===== src/rtl/alu_pkg.sv =====
// ALU / arbiter shared package.
// Holds the opcode enumeration, the highest legal opcode, datapath widths,
// the arbiter FSM state type and an opcode legality helper.
package alu_pkg;

    localparam int unsigned OP_W   = 4;
    localparam int unsigned DATA_W = 8;

    typedef enum logic [OP_W-1:0] {
        ADD = 4'd0,
        SUB = 4'd1,
        AND = 4'd2,
        NOR = 4'd3,
        XOR = 4'd4,
        SHR = 4'd5,
        SHL = 4'd6,
        EQ  = 4'd7,
        NE  = 4'd8,
        GT  = 4'd9,
        LT  = 4'd10
    } alu_op_e;

    // Highest legal opcode; everything above is reported as an error.
    localparam int unsigned OP_LAST = 10;

    typedef enum logic {
        StIdle,
        StExec
    } arb_state_e;

    function automatic logic op_is_legal(input logic [OP_W-1:0] op);
        return 32'(op) <= OP_LAST;
    endfunction

endpackage


===== src/rtl/alu_arbiter_if.sv =====
// Request/response bundle for alu_arbiter.
// Two requesters (A, B), each with valid/op/a/b in and ready out, plus one
// shared registered response channel (valid pulse, id, result, flags, err).
// slave  : seen from the arbiter (requests in, ready/response out)
// master : seen from the requesters / response consumer
interface alu_arbiter_if;
    import alu_pkg::*;

    logic              ReqA_valid;
    logic [OP_W-1:0]   ReqA_op;
    logic [DATA_W-1:0] ReqA_a;
    logic [DATA_W-1:0] ReqA_b;
    logic              ReqA_ready;

    logic              ReqB_valid;
    logic [OP_W-1:0]   ReqB_op;
    logic [DATA_W-1:0] ReqB_a;
    logic [DATA_W-1:0] ReqB_b;
    logic              ReqB_ready;

    logic              Rsp_valid;
    logic              Rsp_id;
    logic [DATA_W-1:0] Rsp_out;
    logic              Rsp_zero;
    logic              Rsp_parity;
    logic              Rsp_odd;
    logic              Rsp_err;

    modport slave (
        input  ReqA_valid, ReqA_op, ReqA_a, ReqA_b,
        input  ReqB_valid, ReqB_op, ReqB_a, ReqB_b,
        output ReqA_ready, ReqB_ready,
        output Rsp_valid, Rsp_id, Rsp_out, Rsp_zero, Rsp_parity, Rsp_odd, Rsp_err
    );

    modport master (
        output ReqA_valid, ReqA_op, ReqA_a, ReqA_b,
        output ReqB_valid, ReqB_op, ReqB_a, ReqB_b,
        input  ReqA_ready, ReqB_ready,
        input  Rsp_valid, Rsp_id, Rsp_out, Rsp_zero, Rsp_parity, Rsp_odd, Rsp_err
    );

endinterface


===== src/rtl/alu_arbiter_alu.sv =====
// Combinational 8-bit ALU.
// Ports:
//   op     in  4  opcode (alu_op_e encoding)
//   a, b   in  8  operands
//   sc_in  in  1  carry-in for ADD, borrow-in for SUB, fill bit for shifts
//   out    out 8  result (0 for illegal opcodes)
//   zero   out 1  result is zero (0 for illegal opcodes)
//   parity out 1  XOR of all result bits
//   odd    out 1  result LSB
//   err    out 1  opcode above OP_LAST
// Shifts move by b[2:0]; arithmetic wraps at 8 bits.
module alu_arbiter_alu
    import alu_pkg::*;
(
    input  logic [OP_W-1:0]   op,
    input  logic [DATA_W-1:0] a,
    input  logic [DATA_W-1:0] b,
    input  logic              sc_in,
    output logic [DATA_W-1:0] out,
    output logic              zero,
    output logic              parity,
    output logic              odd,
    output logic              err
);

    logic [DATA_W-1:0] res;
    logic [DATA_W-1:0] sc_ext;
    logic [2:0]        shamt;
    logic              illegal;

    assign sc_ext = {{(DATA_W-1){1'b0}}, sc_in};
    assign shamt  = b[2:0];

    always_comb begin
        res     = '0;
        illegal = !op_is_legal(op);
        case (alu_op_e'(op))
            ADD: res = a + b + sc_ext;
            SUB: res = a - b - sc_ext;
            AND: res = a & b;
            NOR: res = ~(a | b);
            XOR: res = a ^ b;
            // Vacated bit positions take the value of sc_in.
            SHR: res = (a >> shamt) | (sc_in ? ~(8'hFF >> shamt) : 8'h00);
            SHL: res = (a << shamt) | (sc_in ? ~(8'hFF << shamt) : 8'h00);
            EQ:  res = {7'd0, a == b};
            NE:  res = {7'd0, a != b};
            GT:  res = {7'd0, a > b};
            LT:  res = {7'd0, a < b};
            default: res = '0;
        endcase
    end

    // res is already zero for illegal opcodes; only zero needs masking.
    assign out    = res;
    assign zero   = !illegal && (res == '0);
    assign parity = ^res;
    assign odd    = res[0];
    assign err    = illegal;

endmodule


===== src/rtl/alu_arbiter.sv =====
// Two-requester round-robin front end for a single shared ALU.
// Ports:
//   Clk    in  clock, all state on the rising edge
//   Reset  in  synchronous active-high reset
//   bus    slave modport of alu_arbiter_if (requests A/B, registered response)
// Parameter RR_INIT selects the requester holding priority after reset
// (0 = A, 1 = B).
// A handshake in StIdle captures the request and moves to StExec; the ALU
// works from the captured registers only, and at the end of StExec its
// result is registered onto the response channel as a one-cycle pulse.
module alu_arbiter
    import alu_pkg::*;
#(
    parameter int unsigned RR_INIT = 0
) (
    input  logic       Clk,
    input  logic       Reset,
    alu_arbiter_if.slave bus
);

    arb_state_e        state_q;
    logic              ptr_q;      // 1 = B has priority when both are valid
    logic [OP_W-1:0]   op_q;
    logic [DATA_W-1:0] a_q;
    logic [DATA_W-1:0] b_q;
    logic              id_q;

    logic              rsp_valid_q;
    logic              rsp_id_q;
    logic [DATA_W-1:0] rsp_out_q;
    logic              rsp_zero_q;
    logic              rsp_parity_q;
    logic              rsp_odd_q;
    logic              rsp_err_q;

    logic              grant_a;
    logic              grant_b;
    logic              handshake;

    logic [DATA_W-1:0] alu_out;
    logic              alu_zero;
    logic              alu_parity;
    logic              alu_odd;
    logic              alu_err;

    // Grants already include valid, so a grant is a handshake.
    always_comb begin
        grant_a = 1'b0;
        grant_b = 1'b0;
        if (state_q == StIdle && !Reset) begin
            if (bus.ReqA_valid && bus.ReqB_valid) begin
                grant_a = !ptr_q;
                grant_b = ptr_q;
            end else begin
                grant_a = bus.ReqA_valid;
                grant_b = bus.ReqB_valid;
            end
        end
    end

    assign handshake      = grant_a | grant_b;
    assign bus.ReqA_ready = grant_a;
    assign bus.ReqB_ready = grant_b;

    alu_arbiter_alu u_alu (
        .op     (op_q),
        .a      (a_q),
        .b      (b_q),
        .sc_in  (1'b0),
        .out    (alu_out),
        .zero   (alu_zero),
        .parity (alu_parity),
        .odd    (alu_odd),
        .err    (alu_err)
    );

    always_ff @(posedge Clk) begin
        if (Reset) begin
            state_q      <= StIdle;
            ptr_q        <= (RR_INIT != 0);
            op_q         <= '0;
            a_q          <= '0;
            b_q          <= '0;
            id_q         <= 1'b0;
            rsp_valid_q  <= 1'b0;
            rsp_id_q     <= 1'b0;
            rsp_out_q    <= '0;
            rsp_zero_q   <= 1'b0;
            rsp_parity_q <= 1'b0;
            rsp_odd_q    <= 1'b0;
            rsp_err_q    <= 1'b0;
        end else begin
            rsp_valid_q <= 1'b0;
            unique case (state_q)
                StIdle: begin
                    if (handshake) begin
                        op_q    <= grant_b ? bus.ReqB_op : bus.ReqA_op;
                        a_q     <= grant_b ? bus.ReqB_a  : bus.ReqA_a;
                        b_q     <= grant_b ? bus.ReqB_b  : bus.ReqA_b;
                        id_q    <= grant_b;
                        // Priority passes to whoever was not served.
                        ptr_q   <= !grant_b;
                        state_q <= StExec;
                    end
                end
                StExec: begin
                    rsp_valid_q  <= 1'b1;
                    rsp_id_q     <= id_q;
                    rsp_out_q    <= alu_out;
                    rsp_zero_q   <= alu_zero;
                    rsp_parity_q <= alu_parity;
                    rsp_odd_q    <= alu_odd;
                    rsp_err_q    <= alu_err;
                    state_q      <= StIdle;
                end
            endcase
        end
    end

    assign bus.Rsp_valid  = rsp_valid_q;
    assign bus.Rsp_id     = rsp_id_q;
    assign bus.Rsp_out    = rsp_out_q;
    assign bus.Rsp_zero   = rsp_zero_q;
    assign bus.Rsp_parity = rsp_parity_q;
    assign bus.Rsp_odd    = rsp_odd_q;
    assign bus.Rsp_err    = rsp_err_q;

endmodule

===== src/flat_wrapper.sv =====
// flat-port wrapper written by rule: the top's interface ports become plain ports
module alu_arbiter_flat import alu_pkg::*;
#(
    parameter int unsigned RR_INIT = 0
)
  (Clk, Reset, bus_ReqA_valid, bus_ReqA_op, bus_ReqA_a, bus_ReqA_b, bus_ReqB_valid, bus_ReqB_op, bus_ReqB_a, bus_ReqB_b, bus_ReqA_ready, bus_ReqB_ready, bus_Rsp_valid, bus_Rsp_id, bus_Rsp_out, bus_Rsp_zero, bus_Rsp_parity, bus_Rsp_odd, bus_Rsp_err);
  alu_arbiter_if bus_i ();
  input  logic Clk;
  input  logic Reset;
  input wire logic [$bits(bus_i.ReqA_valid)-1:0] bus_ReqA_valid;
  input wire logic [$bits(bus_i.ReqA_op)-1:0] bus_ReqA_op;
  input wire logic [$bits(bus_i.ReqA_a)-1:0] bus_ReqA_a;
  input wire logic [$bits(bus_i.ReqA_b)-1:0] bus_ReqA_b;
  input wire logic [$bits(bus_i.ReqB_valid)-1:0] bus_ReqB_valid;
  input wire logic [$bits(bus_i.ReqB_op)-1:0] bus_ReqB_op;
  input wire logic [$bits(bus_i.ReqB_a)-1:0] bus_ReqB_a;
  input wire logic [$bits(bus_i.ReqB_b)-1:0] bus_ReqB_b;
  output wire logic [$bits(bus_i.ReqA_ready)-1:0] bus_ReqA_ready;
  output wire logic [$bits(bus_i.ReqB_ready)-1:0] bus_ReqB_ready;
  output wire logic [$bits(bus_i.Rsp_valid)-1:0] bus_Rsp_valid;
  output wire logic [$bits(bus_i.Rsp_id)-1:0] bus_Rsp_id;
  output wire logic [$bits(bus_i.Rsp_out)-1:0] bus_Rsp_out;
  output wire logic [$bits(bus_i.Rsp_zero)-1:0] bus_Rsp_zero;
  output wire logic [$bits(bus_i.Rsp_parity)-1:0] bus_Rsp_parity;
  output wire logic [$bits(bus_i.Rsp_odd)-1:0] bus_Rsp_odd;
  output wire logic [$bits(bus_i.Rsp_err)-1:0] bus_Rsp_err;
  assign bus_i.ReqA_valid = bus_ReqA_valid;
  assign bus_i.ReqA_op = bus_ReqA_op;
  assign bus_i.ReqA_a = bus_ReqA_a;
  assign bus_i.ReqA_b = bus_ReqA_b;
  assign bus_i.ReqB_valid = bus_ReqB_valid;
  assign bus_i.ReqB_op = bus_ReqB_op;
  assign bus_i.ReqB_a = bus_ReqB_a;
  assign bus_i.ReqB_b = bus_ReqB_b;
  assign bus_ReqA_ready = bus_i.ReqA_ready;
  assign bus_ReqB_ready = bus_i.ReqB_ready;
  assign bus_Rsp_valid = bus_i.Rsp_valid;
  assign bus_Rsp_id = bus_i.Rsp_id;
  assign bus_Rsp_out = bus_i.Rsp_out;
  assign bus_Rsp_zero = bus_i.Rsp_zero;
  assign bus_Rsp_parity = bus_i.Rsp_parity;
  assign bus_Rsp_odd = bus_i.Rsp_odd;
  assign bus_Rsp_err = bus_i.Rsp_err;
  alu_arbiter #(.RR_INIT(RR_INIT)) u_core (.Clk(Clk), .Reset(Reset), .bus(bus_i));
endmodule

===== config.mk =====
export PLATFORM = sky130hd
export DESIGN_NAME = alu_arbiter_flat
export DESIGN_NICKNAME = d
export VERILOG_FILES = /design/src/rtl/alu_pkg.sv /design/src/rtl/alu_arbiter_if.sv /design/src/rtl/alu_arbiter_alu.sv /design/src/rtl/alu_arbiter.sv /design/src/flat_wrapper.sv
export SDC_FILE = /design/constraint.sdc
export NUM_CORES = 1
export LEC_CHECK = 0
export CORE_MARGIN = 1
export CORE_UTILIZATION = 60
export CTS_CLUSTER_SIZE = 28
export DETAILED_ROUTE_END_ITERATION = 7
export DONT_BUFFER_PORTS = 1
export HOLD_SLACK_MARGIN = 0.05
export PLACE_DENSITY_LB_ADDON = 0.12
export SLEW_MARGIN = 20
export SYNTH_ARGS = -nofsm -noshare
export SYNTH_HDL_FRONTEND = slang
export SYNTH_SLANG_ARGS = --single-unit

===== constraint.sdc =====
create_clock -name Clk -period 3.8 [get_ports Clk]
set_input_delay 0.76 -clock Clk [delete_from_list [all_inputs] [get_ports Clk]]
set_output_delay 0.76 -clock Clk [all_outputs]
set_load 0.01 [all_outputs]

# Yosys cells after proc, flatten, opt, wreduce, memory -nomap -nowiden
# Cells that the tools add are included.
[word_totals]
input_bits = 44
out_inout_bits = 16
elab_cells = 60
memories = 0
regBits = 37
ramBits = 0
latch_bits = 0
rom_bits = 0
[classes]
bitwise_logic = 6
order_cmp = 3
add_sub_neg = 2
eq_ne = 12
div = 0
n_shift = 2
reduce_logical = 11
n_mux = 11
mul = 0
[ops]
columns = ["operator", "count"]
rows = [
  ["$pmux 8 s11", 1],
  ["$eq 4x3->1 const B", 4],
  ["$mux 8", 2],
  ["$eq 4x4->1 const B", 3],
  ["$add 8x8->8", 1],
  ["$and 8x8->8", 1],
  ["$eq 4x2->1 const B", 2],
  ["$eq 8x8->1", 1],
  ["$gt 8x8->1", 1],
  ["$logic_not 8->1", 1],
  ["$lt 8x8->1", 1],
  ["$ne 8x8->1", 1],
  ["$not 8->8", 1],
  ["$or 8x8->8", 1],
  ["$reduce_xor 8->1", 1],
  ["$shl 8x3->8", 1],
  ["$shr 8x3->8", 1],
  ["$sub 8x8->8", 1],
  ["$xor 8x8->8", 1],
  ["$mux 1", 6],
  ["$eq 4x1->1 const B", 1],
  ["$le 4x4->1 const B", 1],
  ["$logic_not 1->1", 4],
  ["$logic_not 4->1", 1],
  ["other kinds (6)", 8],
]

# Logic depth before layout (Yosys ltp)
# Gate-level depths: netlist of the first run.
[logic_depth]
depth_word = 6
depth_mapped = 15
depth_no_buf = 14

# By module
# A second synthesis of the first run with hierarchy kept.
[hier_totals]
hier_cells = 492
area_unflattened_um2 = 3917.5
[modules_own_cells]
columns = ["mod", "cells_each", "seq_area_each_um2", "instances", "area_each_um2"]
rows = [
  ["alu_arbiter_alu", 312, 0.0, 1, 2287.2],
  ["alu_arbiter", 180, 740.7, 1, 1630.3],
]

# Worst setup path before layout of the first run
# No wires, ideal clock.
[synth_timing]
kind = "register to register"
start = "register u_core.b_q[1]"
end = "register u_core.rsp_parity_q, in the netlist u_core.bus.Rsp_parity"
path_stages_with_launch = 14
t_arrival_ns = 2.910
required_time_ns = 3.714
setup_slack_ns = 0.804
setup_time_ns = 0.086
period_less_slack_ns = 2.996
path_buffers = 1
path_cell_list = "dfxtp_1 > buf_2 > inv_1 > ha_1 > or2_2 > a21oi_1 > a211oi_1 > xnor2_1 > a211oi_1 > and2_1 > ha_1 > xnor2_1 > xnor2_1 > a211oi_1"
[synth_between]
elab_chain_len = 4
elab_cells_between_ends = 14
cone_classes = "add/sub (2); order compare (2); eq/ne (2); shift (2); mux (1); bitwise (4); reduce/logical (1)"
[synth_rtl]
columns = ["item", "line", "rtl"]
rows = [
  ["from (decl)", "alu_arbiter.sv:25", "logic [DATA_W-1:0] b_q;"],
  ["from (signal assigned)", "alu_arbiter.sv:99", "b_q <= grant_b ? bus.ReqB_b : bus.ReqA_b;"],
  ["branches (longest 2 deep; another with $sub 8x8->8)", "-", ""],
  ["$pmux 8 s11 *", "alu_arbiter_alu.sv:37", "case (alu_op_e'(op))"],
  ["$reduce_xor 8->1 *", "alu_arbiter_alu.sv:57", "assign parity = ^res;"],
  ["to (signal assigned)", "alu_arbiter.sv:111", "rsp_parity_q <= alu_parity;"],
  ["to (decl)", "alu_arbiter.sv:32", "logic rsp_parity_q;"],
]
# Mark *: on every way between the ends.
# A chain may end at the register's enable or synchronous reset.

# Worst setup path after layout of the first run
[layout_timing]
start = "register u_core.a_q[0]"
end = "register u_core.rsp_parity_q, in the netlist u_core.bus.Rsp_parity"
[layout_between]
elab_chain_len = 4
elab_cells_between_ends = 14
cone_classes = "add/sub (2); order compare (2); eq/ne (2); shift (2); mux (1); bitwise (4); reduce/logical (1)"
[layout_rtl]
columns = ["item", "line", "rtl"]
rows = [
  ["from (decl)", "alu_arbiter.sv:24", "logic [DATA_W-1:0] a_q;"],
  ["from (signal assigned)", "alu_arbiter.sv:98", "a_q <= grant_b ? bus.ReqB_a : bus.ReqA_a;"],
  ["branches (longest 2 deep; another with $sub 8x8->8)", "-", ""],
  ["$pmux 8 s11 *", "alu_arbiter_alu.sv:37", ""],
  ["$reduce_xor 8->1 *", "alu_arbiter_alu.sv:57", ""],
]
# Marks and branches as above.

==> results_dict.tcl, run 1 <==
set metrics [dict create \
    status "complete, no violations" \
    slowest_stage "fa_1" \
    avgSynthCellArea_um2 8.62 \
    vias 3000 \
    fp.dieW_um 75.7 \
    async_reset_ff_share_pct 0 \
    cts_tree "done" \
    reg2regPathDepth 11 \
    drc 0 \
    synth_edf_count 0 \
    setup_tns_ns 0 \
    cts.sinks 36 \
    leakagePower_nw 1.21 \
    cts_root_buffer "clkbuf_8" \
    ys_seq_area_share_pct 22.1 \
    dieHeight_um 75.7 \
    fin_nets 439 \
    grt_pass1_vias 2686 \
    worstMarginPinSlew_ns 1.08 \
    grt_usage_pct 33.6 \
    reg2reg_slack_ns 0.53 \
    start_kind "register" \
    gr-total-overflow 0 \
    synth.cell_area_mm2 0.00326 \
    ctsHoldBuffers 0 \
    min_path_cells 2 \
    io_buffer_count 0 \
    post_cts_buffers 0 \
    first_pass_iters 7 \
    drt_iter0_drc 294 \
    antenna_found_initial 0 \
    fin_crit_ns 3.27 \
    wirelength_um 9330 \
    placementRows 26 \
    crit_chain "inv_1 -> ha_1 -> fa_1 -> o21bai_1 -> a21oi_1 -> a221o_1 -> a211oi_1 -> ha_1 -> xnor2_1 -> xnor2_1 -> a211oi_1" \
    synth.distinct_cells 63 \
    antenna_left 0 \
    postPlaceCellArea_mm2 0.00325 \
    drv_slew 0 \
    p_per_area_mw_per_mm2 359 \
    start_util_pct 63.0 \
    max-vdd-ir-drop_v 0.000244 \
    synthFlopType "dfxtp_1" \
    grt_pass1_wl_um 14000 \
    dp_hpwl_um 6940 \
    core_mm2 0.00517 \
    finalHoldViolCount 0 \
    min_from "u_core.id_q" \
    ys_ff_latch 36 \
    layout-area-overhead-vs-synth_pct 3.34 \
    critPathMaxFanout 7 \
    cts_resized 0 \
    reg2reg_from "u_core.a_q[0]" \
    drv_cap 0 \
    reg2reg_to "u_core.bus.Rsp_parity" \
    hold_path.class "register to register" \
    max_freq_mhz 305 \
    clock_path_buffers 2 \
    cp-end-kind "register" \
    ys_warn_count 0 \
    numCtsBuffers 5 \
    antennaDiodeCount 0 \
    slowest_delay_ns 0.48 \
    die_area_mm2 0.00573 \
    required_ns 4.01 \
    h-tree-depth 2 \
    grt_setup_unrepaired "no" \
    syn_nets 454 \
    grt_max_degree 37 \
    post_drt_wl_per_cell_um 21.5 \
    setup_viol 0 \
    p_total_mw 1.21 \
    num_io_pins 60 \
    clk_latency_ns 0.29 \
    min_period_over_period_pct 86.2 \
    fin_skew_ns 0.00628 \
    cp_data_arrival_time_ns 3.48 \
    viasPerCell 6.91 \
    clkSlewWorstSetupHoldPaths_ns 0.08 \
    slew_headroom_pct 27.9 \
    synth_cells 378 \
    drive_above_1_share_pct 13.2 \
    finalInstanceArea_mm2 0.00337 \
    routabilityCongestion 1.02 \
    holdPathEnd "u_core.id_q" \
    path_class "register to register" \
]
==> synth_stat cells (all sizes together), types with 3 or more instances <==
master	instances	area (µm²)
nor2	50	188
dfxtp	36	721
ha	30	375
inv	23	86.3
nand2	23	86.3
a222oi	20	200
a21oi	18	93.8
clkbuf	17	63.8
buf	16	113
o21ai	16	80.1
a211oi	13	113
mux4	8	180
xnor2	8	70.1
mux2i	7	70.1
nor2b	6	37.5
nor4	6	65.1
mux2	5	60.1
nand4	5	31.3
a221oi	4	41.3
a22oi	4	30.0
and2	4	27.5
nand2b	4	25.0
nand3	4	20.0
nor3	4	20.0
o21bai	4	30.0
a221o	3	30.0
a32oi	3	26.3
o211ai	3	22.5
o221ai	3	26.3
==> critical path, delay by kind of cell, from the launching register on <==
kind,cells,cell delay (ns)
flops,1,0.46
xor+xnor,2,0.28
compound gates,5,1.31
buf+inv,1,0.10
fa+ha+maj,3,1.04
==> logic make-up after synthesis <==
group                    share of synthesized area (%)
AO/OA/AOI/OAI                                     25.5
flip-flops                                        22.1
multiplexers                                      9.53
buffers and inverters                             8.07
adder cells (fa/ha/maj)                           12.8
XOR/XNOR                                          2.15
AND/OR/NAND/NOR                                   19.8
==> how the worst max path moves through the flow <==
stage,start,endpoint,slack [ns],cells after the start
floorplan,u_core.b_q[1],u_core.bus.Rsp_parity,0.80,13
global placement,u_core.a_q[0],u_core.bus.Rsp_parity,0.66,12
detailed placement,u_core.a_q[0],u_core.bus.Rsp_parity,0.58,11
CTS,u_core.a_q[0],u_core.bus.Rsp_parity,0.56,11
global route,u_core.a_q[0],u_core.bus.Rsp_parity,0.35,11
finish,u_core.a_q[0],u_core.bus.Rsp_parity,0.53,11
==> layer usage <==
layer / global-route usage (%) / vias up / part of all wire, %
met5: 0 / - / 0
met3: 8.47 / 31 / 8.9
met1: 45.5 / 1406 / 44
met4: 10.7 / 0 / 2.7
li1: - / 1398 / -
met2: 52.7 / 165 / 44
==> through the flow <==
step                hold WS, ns  cells  utilization (%)  setup slack, ns
detailed placement        0.458    426             62.9            0.577
CTS                       0.471    434             65.1            0.558
finish                    0.477    434             65.1            0.526
floorplan                 0.445    378                -            0.804
global route              0.512    434             65.1            0.347
global placement          0.457    426             62.9            0.658
==> power by group <==
part	total [mW]	switching, mW	internal [mW]	leakage, nW
clock network	0.343	0.149	0.194	0.0541
logic	0.410	0.229	0.180	0.860
registers	0.456	0.0502	0.406	0.295
==> flip-flops by register name, indices dropped and copies added, names as in the netlist <==
register	count
u_core.bus.Rsp_valid	1
u_core.bus.Rsp_id	1
u_core.op_q	4
u_core.bus.Rsp_zero	1
u_core.id_q	1
u_core.bus.Rsp_err	1
u_core.state_q	1
u_core.bus.Rsp_parity	1
u_core.bus.Rsp_out	8
u_core.ptr_q	1
u_core.a_q	8
u_core.b_q	8
==> placed cells by master (no fill, tap or decap), drive strengths merged, types with 8 or more instances in the layout <==
| master | netlist | layout |
|---|---|---|
| mux4 | 8 | 8 |
| ha | 30 | 30 |
| xnor2 | 8 | 8 |
| dfxtp | 36 | 36 |
| o21ai | 16 | 16 |
| a21oi | 18 | 18 |
| nor2 | 50 | 50 |
| nand2 | 23 | 23 |
| a222oi | 20 | 20 |
| buf | 16 | 11 |
| a211oi | 13 | 13 |
| inv | 23 | 23 |
==> cell type report <==
cell class / instances / area (µm²)
Sequential cell: 36 / 721
Clock inverter: 3 / 42.5
Clock buffer: 5 / 68.8
Multi-Input combinational cell: 286 / 2280
Tap cell: 70 / 87.6
Timing Repair Buffer: 11 / 82.6
Inverter: 23 / 86.3
Fill cell: 430 / 1810
Note: power is estimated with default switching activity, not from simulation.
==> inputs of run 2 (changes only) <==
CORE_UTILIZATION = 58   (was 60)
clock period = 2.85 ns   (was 3.8 ns; I/O delays follow)
==> results_dict.tcl, run 2 (synthesized netlist as in run 1, its figures left out) <==
set metrics [dict create \
    status "complete, no violations" \
    p_total_mw 1.73 \
    finalInstanceArea_mm2 0.00387 \
    dieHeight_um 76.9 \
    grt_usage_pct 34.0 \
    filler_cell_count 393 \
    slowest_delay_ns 0.50 \
    power.share.sequential_pct 33.6 \
    setup_viol 0 \
    critPathMaxFanout 4 \
    post_drt_wl_per_cell_um 20.8 \
    fin_nets 489 \
    fin_skew_ns 0.00718 \
    antenna_left 0 \
    first_pass_iters 8 \
    grt_max_degree 37 \
    dr.max_layer_used "met4" \
    cts_tree "done" \
    leakagePower_nw 1.48 \
    worst_path_most_repeated_cell "a21oi_2" \
    p_sw_share_pct 37.1 \
    core_mm2 0.00527 \
    slowest_stage "or4b_1" \
    postPlaceCellArea_mm2 0.00365 \
    p_per_area_mw_per_mm2 446 \
    grt_setup_unrepaired "yes" \
    drv_slew 0 \
    wl_met3_um 694 \
    layout-area-overhead-vs-synth_pct 18.7 \
    wl_met2_um 4620 \
    viasPerCell 6.59 \
    gr-total-overflow 0 \
    clkSlewWorstSetupHoldPaths_ns 0.08 \
    m1WireLength_um 4490 \
    wirelength_um 10100 \
    combPwrFrac_pct 44.5 \
    critPathBufInv 1 \
    max-vdd-ir-drop_v 0.000324 \
    dp_hpwl_um 7570 \
    grt_pass1_vias 2960 \
    antenna_found_initial 0 \
    routabilityCongestion 1.01 \
    start_util_pct 61.8 \
    finalHoldViolCount 0 \
    grt_pass1_wl_um 15400 \
    hold_path.class "input pin to register" \
    cts.sinks 36 \
    h-tree-depth 2 \
    drt_iter0_drc 412 \
    die_area_mm2 0.00592 \
    p_switching_uw 641 \
    clock_path_buffers 2 \
    fin_crit_ns 2.83 \
    setup_tns_ns 0 \
    ctsHoldBuffers 0 \
    clockPowerShare_pct 21.9 \
    cp-end-kind "register" \
    internal_power_mw 1.08 \
    stdcell_count 484 \
    cp_data_arrival_time_ns 3.05 \
    drive_above_1_share_pct 29.7 \
    slew_headroom_pct 45.7 \
    cts_root_buffer "clkbuf_8" \
    path_class "register to register" \
    dp_cells 475 \
    clk_latency_ns 0.30 \
    placementRows 26 \
    drc 0 \
    cp_top_family "adder cells" \
    min_period_over_period_pct 99.3 \
    mostFrequentLayoutCells "59 x buf_4, 50 x nor2_1, 32 x dfxtp_1" \
    io_buffer_count 0 \
    final_common_cell "buf_4" \
    antennaDiodeCount 0 \
    vias 3191 \
    drv_cap 0 \
    max_freq_mhz 353 \
    worstMarginPinSlew_ns 0.814 \
    crit_chain "inv_2 -> ha_2 -> fa_2 -> o21bai_4 -> a21oi_2 -> or4b_1 -> a21oi_2 -> nor4b_4 -> ha_1 -> xnor2_2 -> xnor2_1 -> a211oi_2" \
    required_ns 3.07 \
    numCtsBuffers 5 \
    num_io_pins 60 \
    start_kind "register" \
    fp.dieW_um 76.9 \
]
[run 2: changes by cell type in the layout (fill, tap and decap cells not counted), sizes merged]
cell / previous run / this run
clkinvlp: 1 / 0
bufinv: 1 / 0
buf: 11 / 61
clkbuf: 5 / 7
[run 2: path summary, 6_finish.rpt]
check	startpoint	endpoint	slack (ns)	depth (start not counted)
setup / recovery	u_core.a_q[0]	u_core.bus.Rsp_parity	0.02	12
hold / removal	Reset	u_core.bus.Rsp_out[3]	0.33	1
setup reg to reg	u_core.a_q[0]	u_core.bus.Rsp_parity	0.02	12
hold reg to reg	u_core.id_q	u_core.id_q	0.47	2
[run 2: layer usage]
metal | track usage [%] | vias up
li1 | - | 1496
met5 | 0 | -
met3 | 5.12 | 26
met4 | 12.1 | 0
met2 | 55.5 | 160
met1 | 45.4 | 1509
[run 2: area by class of cell]
| type | instances | area (µm²) | area share (%) |
|---|---|---|---|
| Multi-Input combinational cell | 286 | 2410 | 62.3 |
| Sequential cell | 36 | 726 | 18.8 |
| Timing Repair Buffer | 61 | 474 | 12.3 |
| Tap cell | 70 | 87.6 | 2.27 |
| Inverter | 23 | 86.3 | 2.23 |
| Clock buffer | 7 | 76.3 | 1.97 |
| Clock inverter | 1 | 8.76 | 0.227 |
[run 2: worst register-to-register path: stages (launching register included)]
cell and delay, ns:
dfxtp_2 0.35, inv_2 0.04, ha_2 0.18, fa_2 0.39
o21bai_4 0.16, a21oi_2 0.09, or4b_1 0.50, a21oi_2 0.20
nor4b_4 0.07, ha_1 0.31, xnor2_2 0.15, xnor2_1 0.14
a211oi_2 0.19
[run 2: power by group through the flow]
stage,registers [mW],logic (mW),clock network (mW)
floorplan,0.590,0.460,0
global placement,0.589,0.660,0
global route,0.585,0.821,0.393
finish,0.580,0.768,0.378
detailed placement,0.591,0.677,0
CTS,0.579,0.713,0.380
[run 2: repair_timing]
| action | in CTS | in global routing |
|---|---|---|
| pin swaps | 7 | 5 |
| setup buffers | 0 | 1 |
| setup endpoints to repair | 1 | 2 |
| resized for setup | 15 | 10 |
| hold endpoints to repair | 0 | 0 |
[run 2: metrics by stage]
step	setup slack [ns]	util, %	hold WS, ns
3_5_place_dp	-0.170	69.2	0.457
5_1_grt	-0.105	73.4	0.322
6_report	0.0194	73.4	0.327
2_1_floorplan	0.00830	-	0.445
3_3_place_gp	-0.0204	69.2	0.457
4_1_cts	-0.0125	72.2	0.324
==> inputs of run 3 (changes only) <==
ABC_AREA = 0   (was unset)
==> results of run 3 <==
The final DEF is identical to that of run 2; final timing and power are the same.
